File: config.mk
export PLATFORM = sky130hd
export DESIGN_NAME = fp_div
export DESIGN_NICKNAME = d
export VERILOG_FILES = /design/src/rtl/fp_div_pkg.sv /design/src/rtl/fp_div_mant.sv /design/src/rtl/fp_div.sv
export SDC_FILE = /design/constraint.sdc
export NUM_CORES = 1
export LEC_CHECK = 0
export CAP_MARGIN = 0
export CELL_PAD_IN_SITES_DETAIL_PLACEMENT = 0
export CELL_PAD_IN_SITES_GLOBAL_PLACEMENT = 2
export CORE_MARGIN = 4
export CORE_UTILIZATION = 38
export DETAILED_ROUTE_END_ITERATION = 6
export PLACE_DENSITY = 0.87
export SLEW_MARGIN = 10
export SYNTH_ARGS = -nofsm -noshare
export SYNTH_HDL_FRONTEND = slang
export SYNTH_SLANG_ARGS = --single-unit
File: constraint.sdc
create_clock -name clk -period 6.5 [get_ports clk]
set_input_delay 0.65 -clock clk [delete_from_list [all_inputs] [get_ports clk]]
set_output_delay 0.65 -clock clk [all_outputs]
set_load 0.02 [all_outputs]
File: src/rtl/fp_div_pkg.sv
// fp_div_pkg: shared constants, rounding-mode codes and FSM states for the iterative FP divider
//   W/M/E/QW : word width, fraction MSB, exponent MSB, quotient bits generated
//   BIAS     : exponent bias
//   FP_*     : IEEE-754 single special encodings
//   RNE..RNA : rounding-mode codes carried on round_m
package fp_div_pkg;
  localparam int W = 32;
  localparam int M = 22;
  localparam int E = 30;
  localparam int QW = M + 4;
  localparam logic [9:0] BIAS = 10'd127;
  localparam logic [W-1:0] FP_INFP = 32'h7F80_0000;
  localparam logic [W-1:0] FP_INFN = 32'hFF80_0000;
  localparam logic [W-1:0] FP_ZEROP = 32'h0000_0000;
  localparam logic [W-1:0] FP_ZERON = 32'h8000_0000;
  localparam logic [W-1:0] FP_NANQ = 32'h7FC0_0000;
  localparam logic [2:0] RNE = 3'd0;
  localparam logic [2:0] RZ = 3'd1;
  localparam logic [2:0] RD = 3'd2;
  localparam logic [2:0] RU = 3'd3;
  localparam logic [2:0] RNA = 3'd4;
  typedef enum logic [2:0] {FPD_IDLE, FPD_LOAD, FPD_DIV, FPD_RND, FPD_FIN} fpd_state_t;
endpackage

File: src/rtl/fp_div_mant.sv
// fp_div_mant: radix-2 restoring mantissa divider, one quotient bit per clock
//   clk, rst       : clock, asynchronous active-low reset
//   start          : load a into the remainder and begin QW iterations
//   a, b           : 24-bit dividend / divisor mantissas (hidden bit set)
//   q              : QW-bit quotient, q[QW-1] has weight 2^0
//   rem_nz         : final remainder is nonzero (sticky source)
//   mant_done      : high during the last iteration cycle
module fp_div_mant
  import fp_div_pkg::*;
(
  input  logic          clk,
  input  logic          rst,
  input  logic          start,
  input  logic [M+1:0]  a,
  input  logic [M+1:0]  b,
  output logic [QW-1:0] q,
  output logic          rem_nz,
  output logic          mant_done
);
  logic [M+2:0] r_q, r_d;
  logic [QW-1:0] q_q;
  logic [4:0] cnt_q;
  logic run_q;
  logic [M+3:0] diff;
  logic ge;
  // After a successful subtract the remainder is below b, so the left shift never loses a set bit
  always_comb begin
    diff = {1'b0, r_q} - {2'b0, b};
    ge = !diff[M+3];
    r_d = (ge ? diff[M+2:0] : r_q) << 1;
  end
  always_ff @(posedge clk or negedge rst)
    if (!rst) begin
      r_q <= '0;
      q_q <= '0;
      cnt_q <= '0;
      run_q <= 1'b0;
    end else if (start) begin
      r_q <= {1'b0, a};
      q_q <= '0;
      cnt_q <= 5'(QW - 1);
      run_q <= 1'b1;
    end else if (run_q) begin
      r_q <= r_d;
      q_q <= {q_q[QW-2:0], ge};
      cnt_q <= cnt_q - 5'd1;
      run_q <= cnt_q != 5'd0;
    end
  assign q = q_q;
  assign rem_nz = |r_q;
  assign mant_done = run_q && cnt_q == 5'd0;
endmodule

File: src/rtl/fp_div.sv
// fp_div: iterative IEEE-754 single-precision divider, out = in1 / in2
//   clk, rst        : clock, asynchronous active-low reset
//   act             : start request, sampled only in IDLE
//   in1, in2        : dividend, divisor
//   round_m         : rounding mode (RNE, RZ, RD, RU, RNA)
//   out             : quotient, updated only when leaving FIN
//   ov, un, dz, inv : overflow, underflow, divide-by-zero, invalid
//   inexact         : rounded result differs from exact quotient
//   done            : result valid, held until the next accepted act
//   busy            : high in every state except IDLE
module fp_div
  import fp_div_pkg::*;
(
  input  logic         clk,
  input  logic         rst,
  input  logic         act,
  input  logic [W-1:0] in1,
  input  logic [W-1:0] in2,
  input  logic [2:0]   round_m,
  output logic [W-1:0] out,
  output logic         ov,
  output logic         un,
  output logic         dz,
  output logic         inv,
  output logic         inexact,
  output logic         done,
  output logic         busy
);
  fpd_state_t state_q, state_d;
  logic [W-1:0] a_q, b_q, res_q, res_d, out_q, spec_res, inf_s, zero_s;
  logic [2:0] rm_q;
  logic [9:0] ex_q, ex_d, exn, exf;
  logic [4:0] fl_q, fl_d, ofl_q, spec_fl;
  logic done_q, start, mant_done, rem_nz;
  logic [QW-1:0] q;
  logic [7:0] e1, e2;
  logic s, z1, z2, i1, i2, n1, n2, inv_c, nan_c, dz_c, special;
  logic hi, g, t, nx, inc, ovf, unf;
  logic [M:0] frac;
  logic [M+10:0] sum;
  fp_div_mant u_mant (
    .clk       (clk),
    .rst       (rst),
    .start     (start),
    .a         ({1'b1, a_q[M:0]}),
    .b         ({1'b1, b_q[M:0]}),
    .q         (q),
    .rem_nz    (rem_nz),
    .mant_done (mant_done)
  );
  always_comb begin
    state_d = state_q;
    start = 1'b0;
    case (state_q)
      FPD_IDLE: if (act) state_d = FPD_LOAD;
      FPD_LOAD: begin
        state_d = special ? FPD_FIN : FPD_DIV;
        start = !special;
      end
      FPD_DIV: if (mant_done) state_d = FPD_RND;
      FPD_RND: state_d = FPD_FIN;
      default: state_d = FPD_IDLE;
    endcase
  end
  // Operand classification; exponent field 0 is zero (denormals flushed)
  always_comb begin
    e1 = a_q[E:M+1];
    e2 = b_q[E:M+1];
    s = a_q[W-1] ^ b_q[W-1];
    inf_s = s ? FP_INFN : FP_INFP;
    zero_s = s ? FP_ZERON : FP_ZEROP;
    z1 = e1 == 8'd0;
    z2 = e2 == 8'd0;
    i1 = &e1 && a_q[M:0] == '0;
    i2 = &e2 && b_q[M:0] == '0;
    n1 = &e1 && a_q[M:0] != '0;
    n2 = &e2 && b_q[M:0] != '0;
    inv_c = (n1 && !a_q[M]) || (n2 && !b_q[M]) || (z1 && z2) || (i1 && i2);
    nan_c = inv_c || n1 || n2;
    dz_c = !nan_c && z2 && !i1;
    special = z1 || z2 || i1 || i2 || n1 || n2;
    spec_res = nan_c ? FP_NANQ : (z2 || i1) ? inf_s : zero_s;
    spec_fl = {2'b00, dz_c, inv_c, 1'b0};
    ex_d = {2'b00, e1} - {2'b00, e2} + BIAS;
  end
  // Normalise, round and range-check; the rounding increment ripples from fraction into exponent
  always_comb begin
    hi = q[QW-1];
    frac = hi ? q[QW-2:2] : q[QW-3:1];
    g = hi ? q[1] : q[0];
    t = (hi && q[0]) || rem_nz;
    nx = g || t;
    exn = hi ? ex_q : ex_q - 10'd1;
    inc = rm_q == RNE ? g && (t || frac[0]) :
          rm_q == RNA ? g :
          rm_q == RU  ? nx && !s :
          rm_q == RD  ? nx && s :
          rm_q == RZ  ? 1'b0 : 1'b0;
    sum = {exn, frac} + (M+11)'(inc);
    exf = sum[M+10:M+1];
    ovf = !exf[9] && exf > 10'd254;
    unf = exf[9] || exf == 10'd0;
    res_d = state_q == FPD_LOAD ? spec_res :
            state_q == FPD_RND  ? (ovf ? inf_s : unf ? zero_s : {s, sum[W-2:0]}) : res_q;
    fl_d = state_q == FPD_LOAD ? spec_fl :
           state_q == FPD_RND  ? {ovf, unf, 2'b00, nx || ovf || unf} : fl_q;
  end
  always_ff @(posedge clk or negedge rst)
    if (!rst) begin
      state_q <= FPD_IDLE;
      a_q <= '0;
      b_q <= '0;
      rm_q <= '0;
      ex_q <= '0;
      res_q <= '0;
      fl_q <= '0;
      out_q <= '0;
      ofl_q <= '0;
      done_q <= 1'b0;
    end else begin
      state_q <= state_d;
      res_q <= res_d;
      fl_q <= fl_d;
      if (state_q == FPD_IDLE && act) begin
        a_q <= in1;
        b_q <= in2;
        rm_q <= round_m;
        done_q <= 1'b0;
      end
      if (state_q == FPD_LOAD) ex_q <= ex_d;
      if (state_q == FPD_FIN) begin
        out_q <= res_q;
        ofl_q <= fl_q;
        done_q <= 1'b1;
      end
    end
  assign out = out_q;
  assign {ov, un, dz, inv, inexact} = ofl_q;
  assign done = done_q;
  assign busy = state_q != FPD_IDLE;
endmodule

==> summary.md <==
| Metric | Value |
|---|---|
| Worst Path Buf+Inv | `0` |
| Worst R2R End | `res_q[0]` |
| Slowest-stage cell, CP | `or4_1` |
| Setup bufs post-CTS | `0` |
| Setup TNS | `0 ns` |
| TritonCTS buffer count | `26` |
| DR DRC count | `0` |
| Die width | `185 um` |
| CP endpoint kind | `flip-flop` |
| Family with the most delay on the worst path | `compound AO/OA/AOI/OAI gates` |
| Layout area overhead | `19.2%` |
| Worst-path cell chain | `or4_1 > a2111oi_0 > nand4_1 > o41ai_1 > a21oi_1 > ha_1 > ha_1 > nand3_1 > nand4bb_1 > nor4_2 > o2111ai_1 > xor2_1 > nand3_1 > o41a_1 > and2_1 > a32o_1` |
| WS Path Type | `reg -> reg` |
| Max_cap viols | `0` |
| Slew at the pin with the worst max-slew slack | `1.05 ns` |
| Clock transition at the registers of the reported paths | `0.06 ns` |
| H-tree depth | `1` |
| Initial antenna violation count | `0` |
| Final Slew Violations | `0` |
| Post-synthesis async set-or-reset flop share | `100%` |
| Worst-path fanout max | `23` |
| Vias in the first global route | `9087` |
| Post-synth top cells | `dfrtp_1 (212), nand2_1 (111), nor2_1 (90), o21ai_0 (82), mux2_2 (78)` |
| Flops & latches, synth | `212` |
| CTS tree | `built` |
| CP required | `6.91 ns` |
| Peak VDD IR | `0.265 mV` |
| Placeable Area | `0.0307 mm^2` |
| Number of synthesized flops with an enable pin | `0` |
| Starting DRT DRC Count | `491` |
| Register area share after synthesis | `44.6%` |
| Inserted Diodes | `0` |
| Tcrit/Tclk final | `77.6%` |
| Row count | `64` |
| Yosys top cell area share | `44.6%` |
| # fillers | `2948` |
| First-pass GRT wire length | `48300 um` |
| Starting Density | `38.7%` |
| ANT nets after route | `0` |
| Most common cell in the netlist | `dfrtp_1` |
| Top FF cell, synth | `dfrtp_1` |
| GRT Util Overall | `17.1%` |
| Clock Tree Buf Depth | `3` |
| Unrepaired setup endpoints after global routing | `false` |
| Synth area leaders | `dfrtp_1 (45%), mux2_2 (7.4%), mux2i_1 (4.5%)` |
| Share of layout cells above drive strength 1 | `11.4%` |
| DP HPWL | `21000 um` |
| DRT Wirelength | `29100 um` |
| Final setup violation count | `0` |
| Drt pass-1 iters | `5` |
| Largest net degree at the start of global routing | `114` |
| R2R depth | `16` |
| Minimum clock period | `5.04 ns` |
| Synth Area per Inst | `9.99 um^2` |
| Synth area leader | `dfrtp_1` |
| Die Area | `0.0342 mm^2` |
| Final Hold Viols | `0` |
| R2R setup slack | `1.46 ns` |
| Top Ports | `109` |
| Worst flop-to-flop path startpoint | `u_mant.r_q[18]` |
| Hold crit path type | `in -> async` |
| Clock network latency to the later pin of the worst-skew pair | `0.53 ns` |
| Syn Std Cell Area | `0.0119 mm^2` |
| Core Util, Final | `46.1%` |
| Syn nets | `1299` |
| WL/cell | `17.3 um` |
| Root buffer cell | `clkbuf_16` |
| Run status | `completed` |
| Hold Buf Count CTS | `0` |
| CTS resizes | `0` |
| CTS sink count | `212` |
| Mapped Cells | `1190` |
| YS warnings | `0` |
| Multi-input logic area | `0.00613 mm^2` |
| PwrDens | `560 mW/mm^2` |
| Leak pwr | `0.00612 uW` |
| Fmax | `198 MHz` |
| Port bufs | `108` |
| Stages on worst setup path | `16` |
| Detailed-route via count | `9024` |
| Count of nets after finishing | `1377` |
| CP peak stage delay | `0.54 ns` |
| Die height | `185 um` |
| Vias per inst | `5.37` |
| GR Overflow Total | `0` |
| Register area | `0.00531 mm^2` |
| Crit start category | `flip-flop` |
| Slew Limit Headroom | `29.8%` |
| Skew final | `0.0118 ns` |
| Post-synthesis cell type count | `71` |
| Global placement routability congestion | `0.847` |
| Data arrival time of the worst path | `5.45 ns` |
where the power goes:
group	switching (uW)	internal (uW)	leakage, uW
combinational	2210	1810	0.00298
clock	554	916	0.000438
sequential	573	1870	0.00271
stage by stage:
stage | area [um^2] | worst slack (ns) | std cells | hold WS, ns | total power, uW
after floorplan | 11900 | 1.72 | 1190 | 0.354 | 5430
after global placement | 13300 | 1.74 | 1636 | 0.462 | 6430
after detailed placement | 13300 | 1.51 | 1636 | 0.458 | 6510
after CTS | 14200 | 1.45 | 1682 | 0.272 | 8030
after global routing | 14200 | 1.13 | 1682 | 0.320 | 8630
final | 14200 | 1.46 | 1682 | 0.228 | 7940
layout make-up:
| class | instances | share of cell area, % |
|---|---|---|
| repair buffers | 118 | 8.18 |
| clock buffers | 39 | 5.58 |
| well taps | 396 | 3.50 |
| clock inverters | 7 | 0.680 |
| inverters | 51 | 1.35 |
| multi-input cells | 859 | 43.3 |
| flip-flops and latches | 212 | 37.5 |
flip-flops by register name (all words and copies together) (netlist names), 5 cells and up:
signal and flops:
b_q 32, u_mant.cnt_q 5, fl_q 5, a_q 32, u_mant.q 26, ofl_q 5
out 32, ex_q 10, res_q 32, u_mant.r_q 25
worst max-delay path by stage:
stage | startpoint | end | slack, ns
after global routing | u_mant.r_q[18] | res_q[19] | 1.13
after floorplan | u_mant.q[25] | res_q[13] | 1.72
after global placement | u_mant.r_q[18] | res_q[0] | 1.74
after detailed placement | u_mant.r_q[18] | res_q[0] | 1.51
final | u_mant.r_q[18] | res_q[0] | 1.46
after CTS | u_mant.r_q[18] | res_q[0] | 1.45
routing by layer:
layer | track usage (%) | routed length [um] | share of wire (%)
met5 | 0 | 0 | 0
met4 | 3.35 | 485 | 1.7
met3 | 2.40 | 1170 | 4.0
met2 | 27.8 | 13400 | 46
met1 | 24.7 | 14100 | 48
kinds of logic (layout without fill, tap and decap cells):
kind of cell / count (synthesis) / count (layout) / share of synthesized area (%)
AND/OR/NAND/NOR: 361 / 361 / 15.0
XOR/XNOR: 78 / 78 / 5.74
multiplexers: 131 / 131 / 11.8
buffers and inverters: 119 / 215 / 4.10
flip-flops: 212 / 212 / 44.6
adder cells (fa/ha/maj): 39 / 39 / 4.23
AO/OA/AOI/OAI: 250 / 250 / 14.5
cells in the final DEF, fill, tap and decap left out, drive strengths merged, types with 5 or more instances in the layout:
cell / synthesis / final
and3: 11 / 11
o211ai: 6 / 6
o21bai: 6 / 6
nand3: 19 / 19
or3: 7 / 7
nor4: 24 / 24
xnor2: 43 / 43
nand2b: 10 / 10
a32o: 23 / 23
nand2: 111 / 111
mux2: 78 / 78
nand4: 17 / 17
a31oi: 5 / 5
a22o: 6 / 6
a221o: 7 / 7
o21a: 8 / 8
buf: 16 / 10
ha: 37 / 37
nor3b: 9 / 9
a21oi: 41 / 41
and2: 7 / 7
nor3: 22 / 22
o21ai: 82 / 82
clkdlybuf4s50: 0 / 107
o31ai: 6 / 6
nor2b: 9 / 9
nand3b: 9 / 9
inv: 51 / 52
mux2i: 53 / 53
xor2: 35 / 35
nor2: 90 / 90
clkbuf: 52 / 40
dfrtp: 212 / 212
a21o: 10 / 10
a211oi: 9 / 9
Power figures use the tool's default switching activity.
